File: config.mk
export PLATFORM = sky130hd
export DESIGN_NAME = updown_counter_param
export DESIGN_NICKNAME = d
export VERILOG_FILES = /design/src/rtl/updown_counter_param.sv
export SDC_FILE = /design/constraint.sdc
export NUM_CORES = 1
export LEC_CHECK = 0
export BUFFER_PORTS_ARGS = -buffer_cell sky130_fd_sc_hd__buf_4
export CAP_MARGIN = 25
export CORE_MARGIN = 2
export CORE_UTILIZATION = 49
export DETAILED_ROUTE_END_ITERATION = 12
export PLACE_DENSITY = 0.77
export SYNTH_ARGS = -nofsm -noshare
export SYNTH_HDL_FRONTEND = slang
export SYNTH_SLANG_ARGS = --single-unit
File: constraint.sdc
create_clock -name clk -period 3.1 [get_ports clk]
set_clock_uncertainty 0.15 [all_clocks]
set_input_delay 0.465 -clock clk [delete_from_list [all_inputs] [get_ports clk]]
set_output_delay 0.465 -clock clk [all_outputs]
set_load 0.05 [all_outputs]
File: src/rtl/updown_counter_param.sv
// -----------------------------------------------------------------------------
// updown_counter_param
//
// General-purpose up/down event/timer counter. It replaces the fixed 8-bit
// counter without changes when WIDTH=8 and MAX_VAL=255.
//
// Count range is 0..MAX_VAL. SATURATE selects what happens at a boundary:
//   0 = wrap modulo MAX_VAL+1
//   1 = hold at the boundary
// Either way, a boundary event produces a one-cycle registered pulse on ovf
// (going up) or on unf (going down).
//
// Priority on each clock edge: rst > load > en > hold.
//
// Optional build macro: UPDOWN_CNT_STEP_EN
//   defined   : adds the step input, and each enabled cycle moves by step.
//               step values above MAX_VAL are clamped to MAX_VAL.
//               step=0 holds the count, like en=0.
//   undefined : there is no step port and the step is fixed at 1.
//
// Parameters:
//   WIDTH    counter width in bits (>= 2)
//   MAX_VAL  highest count value, 1 <= MAX_VAL <= 2**WIDTH-1
//   SATURATE 0 = wrap, 1 = saturate
//
// Ports:
//   clk       rising-edge clock
//   rst       synchronous reset, active-high
//   en        count enable
//   up_down   direction, 1 = up, 0 = down
//   load      synchronous parallel load strobe
//   load_val  value to load; clamped to MAX_VAL
//   step      step size (only when UPDOWN_CNT_STEP_EN is defined)
//   count     current count, registered
//   tc        terminal count for the current direction, combinational
//   ovf       registered one-cycle pulse after an up-boundary event
//   unf       registered one-cycle pulse after a down-boundary event
// -----------------------------------------------------------------------------
module updown_counter_param #(
    parameter int WIDTH    = 8,
    parameter int MAX_VAL  = 2**WIDTH - 1,
    parameter bit SATURATE = 1'b0
) (
    input  logic             clk,
    input  logic             rst,
    input  logic             en,
    input  logic             up_down,
    input  logic             load,
    input  logic [WIDTH-1:0] load_val,
`ifdef UPDOWN_CNT_STEP_EN
    input  logic [WIDTH-1:0] step,
`endif
    output logic [WIDTH-1:0] count,
    output logic             tc,
    output logic             ovf,
    output logic             unf
);

    // MAX_VAL in the counter width, and again with one extra bit. The extra
    // bit lets range checks see the carry out of count+step.
    localparam logic [WIDTH-1:0] MAX_W   = WIDTH'(MAX_VAL);
    localparam logic [WIDTH:0]   MAX_EXT = (WIDTH+1)'(MAX_VAL);

    // The modulus MAX_VAL+1, reduced to WIDTH bits. It becomes 0 when the
    // range spans the full width. The wrap arithmetic below is modulo
    // 2**WIDTH, and every true result lies in 0..MAX_VAL, so truncating the
    // modulus this way is exact.
    localparam logic [WIDTH-1:0] MOD_W   = WIDTH'(MAX_VAL + 1);

    logic [WIDTH-1:0] count_reg, count_next;
    logic             ovf_reg, ovf_next;
    logic             unf_reg, unf_next;

    logic [WIDTH-1:0] step_w;     // effective step, already clamped to MAX_VAL
    logic [WIDTH:0]   sum_ext;    // count + step with the carry kept
    logic [WIDTH-1:0] load_w;     // load value clamped to MAX_VAL
    logic             step_zero;

    // Effective step size
`ifdef UPDOWN_CNT_STEP_EN
    assign step_w = ({1'b0, step} > MAX_EXT) ? MAX_W : step;
`else
    assign step_w = WIDTH'(1);
`endif

    assign step_zero = (step_w == '0);
    assign sum_ext   = {1'b0, count_reg} + {1'b0, step_w};
    assign load_w    = ({1'b0, load_val} > MAX_EXT) ? MAX_W : load_val;

    // Next-state logic
    always_comb begin
        count_next = count_reg;
        ovf_next   = 1'b0;
        unf_next   = 1'b0;

        if (load) begin
            count_next = load_w;
        end else if (en && !step_zero) begin
            if (up_down) begin
                if (sum_ext > MAX_EXT) begin
                    ovf_next   = 1'b1;
                    count_next = SATURATE ? MAX_W : (count_reg + step_w - MOD_W);
                end else begin
                    count_next = count_reg + step_w;
                end
            end else begin
                if (count_reg < step_w) begin
                    unf_next   = 1'b1;
                    count_next = SATURATE ? '0 : (count_reg + MOD_W - step_w);
                end else begin
                    count_next = count_reg - step_w;
                end
            end
        end
    end

    // State registers
    always_ff @(posedge clk) begin
        if (rst) begin
            count_reg <= '0;
            ovf_reg   <= 1'b0;
            unf_reg   <= 1'b0;
        end else begin
            count_reg <= count_next;
            ovf_reg   <= ovf_next;
            unf_reg   <= unf_next;
        end
    end

    assign count = count_reg;
    assign ovf   = ovf_reg;
    assign unf   = unf_reg;

    // Terminal count follows the live direction input, so a reversal shows
    // up in the same cycle.
    assign tc = (up_down && (count_reg == MAX_W)) || (!up_down && (count_reg == '0));

endmodule
==> results.cfg <==
[sta]
fin_setup_tns_ps = 0
slew-limit-headroom_pct = 67.5
holdWs_ps = 278
maxClockFrequency_mhz = 410
finalHoldViolations = 0
period_share_pct = 78.7
period_minus_slack_ps = 2440
worst_slew_pin_slew_ps = 476
setup_violations = 0
drv_slew = 0
rsz0062_at_grt = false

[layout]
ff_latch_area_sq_um = 200
fillerInstances = 140
layout_commonest_cell = buf_4
final_cell_mix = buf_4, nor2_1, dfxtp_1, nand2_1
drive_above_1_share_pct = 25.6
nets = 136
largest_reg_flops = 8
multi_input_area_sq_um = 510
area_growth_pct = 22.0
num_antenna_cells = 0

[status]
outcome = complete, no violations

[die]
start_util_pct = 52.0
ios = 24
num_rows = 14
core_sq_um = 1490
die_h_um = 43.8
die_w_um = 43.8
dieArea_sq_um = 1910

[detailed_routing]
drc = 0
drt_iter0_markers = 14
wl_per_cell_um = 13.8
dr.pass1.iters = 4
vias = 774
antenna_left = 0
drt-total-wl_mm = 1.84
viasPerCell = 5.82

[yosys]
syn_inst = 100
synthXorXnorAreaFrac_pct = 5.65
yosys.area_share.simple_pct = 31.8
synth_compound_gate_area_share_pct = 20.7
synth_top_family_by_area = simple AND/OR/NAND/NOR gates
syn-num-nets = 117
synth_fa_ha_area_share_pct = 6.46
synth_mux_area_share_pct = 1.29
avgSynthCellArea_sq_um = 7.74
synth_seq_cells = 10
synth_warnings = 0
syn-cell-area_sq_um = 774
yosysSeqAreaShare_pct = 25.8
ys_types = 38

[cts]
cts_tree = built
numCtsBuffers = 3
cts_buffer_depth = 2
cts_sinks = 10
cts_hold_repair.buffers = 0
htreeDepth = 1
cts_root_buf = clkbuf_4
cts_setup_buffers = 0
clk_pin_slew_worst_paths_ps = 70
cts_resized = 0
clock_latency_ps = 280

[run]
cap_viol_max_count = 0

[critical_path]
startpoint = count[0]$_SDFFE_PP0P_
arrival_ps = 1830
reg2reg_slack_ps = 800
slowest_stage = dfxtp_1
crit_cells = 5
critPathMaxFanout = 11
cp-end-kind = output pin
ff2ff_path_depth = 4
crit_buf_inv = 1
endpoint = tc
rr_endpoint = count[7]$_SDFFE_PP0P_
crit_path_start_kind = flop
critPathTopFamily = flip-flops
crit_required_ps = 2480
slowest_delay_ps = 530
worstPathCellList = ha_1 -> nand2_1 -> or2_2 -> o21ai_1 -> buf_4
critPathKind = reg2out
r2r_start = count[2]$_SDFFE_PP0P_

[grt]
grt_start_max_net_pins = 15
grt.total_usage_pct = 21.9
grt_pass1_vias = 695
overflow = 0
grt_pass1_wl_mm = 3.08
antenna_found_initial = 0

[worst_hold_path]
hold_class = in2reg
whs_path_depth = 2

[place]
port_buffers = 23
gp_congestion = 0.885
dpl.hpwl_mm = 1.29

[pwr]
cellPowerDensity_nw_per_um2 = 397
p_leak_nw = 0.405
peakVddDrop_mv = 0.282
==> Yosys cell counts <==
master / n / area [sq um]
a211o_1: 1 / 8.76
nor4_1: 2 / 12.5
clkbuf_1: 5 / 18.8
and3_1: 2 / 12.5
o22ai_1: 1 / 6.26
nor3_1: 2 / 10.0
o21ai_0: 4 / 20.0
and2_1: 1 / 6.26
dfxtp_1: 10 / 200
inv_1: 5 / 18.8
ha_1: 4 / 50.1
or2b_1: 1 / 7.51
nor2_1: 10 / 37.5
buf_1: 2 / 7.51
a211oi_1: 4 / 30.0
nand4_1: 3 / 18.8
nor3b_1: 1 / 7.51
or4_1: 2 / 15.0
buf_4: 1 / 7.51
nand2b_1: 2 / 12.5
a311oi_2: 1 / 15.0
buf_6: 1 / 11.3
a2111oi_0: 2 / 17.5
xnor2_1: 1 / 8.76
nor4b_1: 1 / 8.76
nand2_1: 7 / 26.3
a21boi_0: 1 / 7.51
a21oi_1: 5 / 25.0
o2111a_1: 1 / 11.3
or4_4: 1 / 11.3
or2_2: 1 / 6.26
and4_1: 3 / 26.3
a21bo_2: 1 / 10.0
nand3_1: 4 / 20.0
a22o_1: 1 / 8.76
xor2_1: 4 / 35.0
nand3b_1: 1 / 7.51
mux2i_1: 1 / 10.0
==> cell families (layout without fill, tap and decap cells) <==
family | Yosys count | in the layout
buffers and inverters | 14 | 31
AOI/OAI and AO/OA | 22 | 22
and+or+nand+nor | 44 | 44
DFF | 10 | 10
muxes | 1 | 1
adders and majority gates | 4 | 4
xor gates and xnor gates | 5 | 5
==> power breakdown <==
| part | internal, mW | switching, mW | total, mW |
|---|---|---|---|
| clock network | 0.0450 | 0.0500 | 0.0950 |
| registers | 0.137 | 0.0205 | 0.158 |
| logic | 0.0501 | 0.0721 | 0.122 |
==> cell type report <==
type	count	area share, %
multi-input cells	76	54.0
repair buffers	23	18.3
clock buffers	3	2.38
well taps	16	2.12
flip-flops and latches	10	21.2
inverters	5	1.99
==> stage by stage <==
| step | cells | area (sq um) | worst slack [ps] | power [mW] | utilization (%) |
|---|---|---|---|---|---|
| after global placement | 130 | 922 | 874 | 0.280 | 61.9 |
| final | 133 | 945 | 660 | 0.375 | 63.4 |
| after detailed placement | 130 | 922 | 827 | 0.282 | 61.9 |
| after global routing | 133 | 945 | 494 | 0.396 | 63.4 |
| after floorplan | 100 | 774 | 324 | 0.248 | - |
| after CTS | 133 | 945 | 637 | 0.378 | 63.4 |
==> how the worst min path moves through the flow <==
stage	startpoint	endpoint	slack, ps
2_1_floorplan	load_val[0]	count[0]$_SDFFE_PP0P_	460
3_3_place_gp	count[6]$_SDFFE_PP0P_	ovf$_SDFF_PP0_	410
3_5_place_dp	count[6]$_SDFFE_PP0P_	ovf$_SDFF_PP0_	430
4_1_cts	rst	count[7]$_SDFFE_PP0P_	280
5_1_grt	rst	count[7]$_SDFFE_PP0P_	290
6_report	rst	count[7]$_SDFFE_PP0P_	280
==> metal layers <==
layer  wire length, um  GRT usage (%)
met5                 0              0
met2               876           35.9
met3               125           2.50
met4                15           10.9
met1               823           28.2
Power figures use the tool's default switching activity.
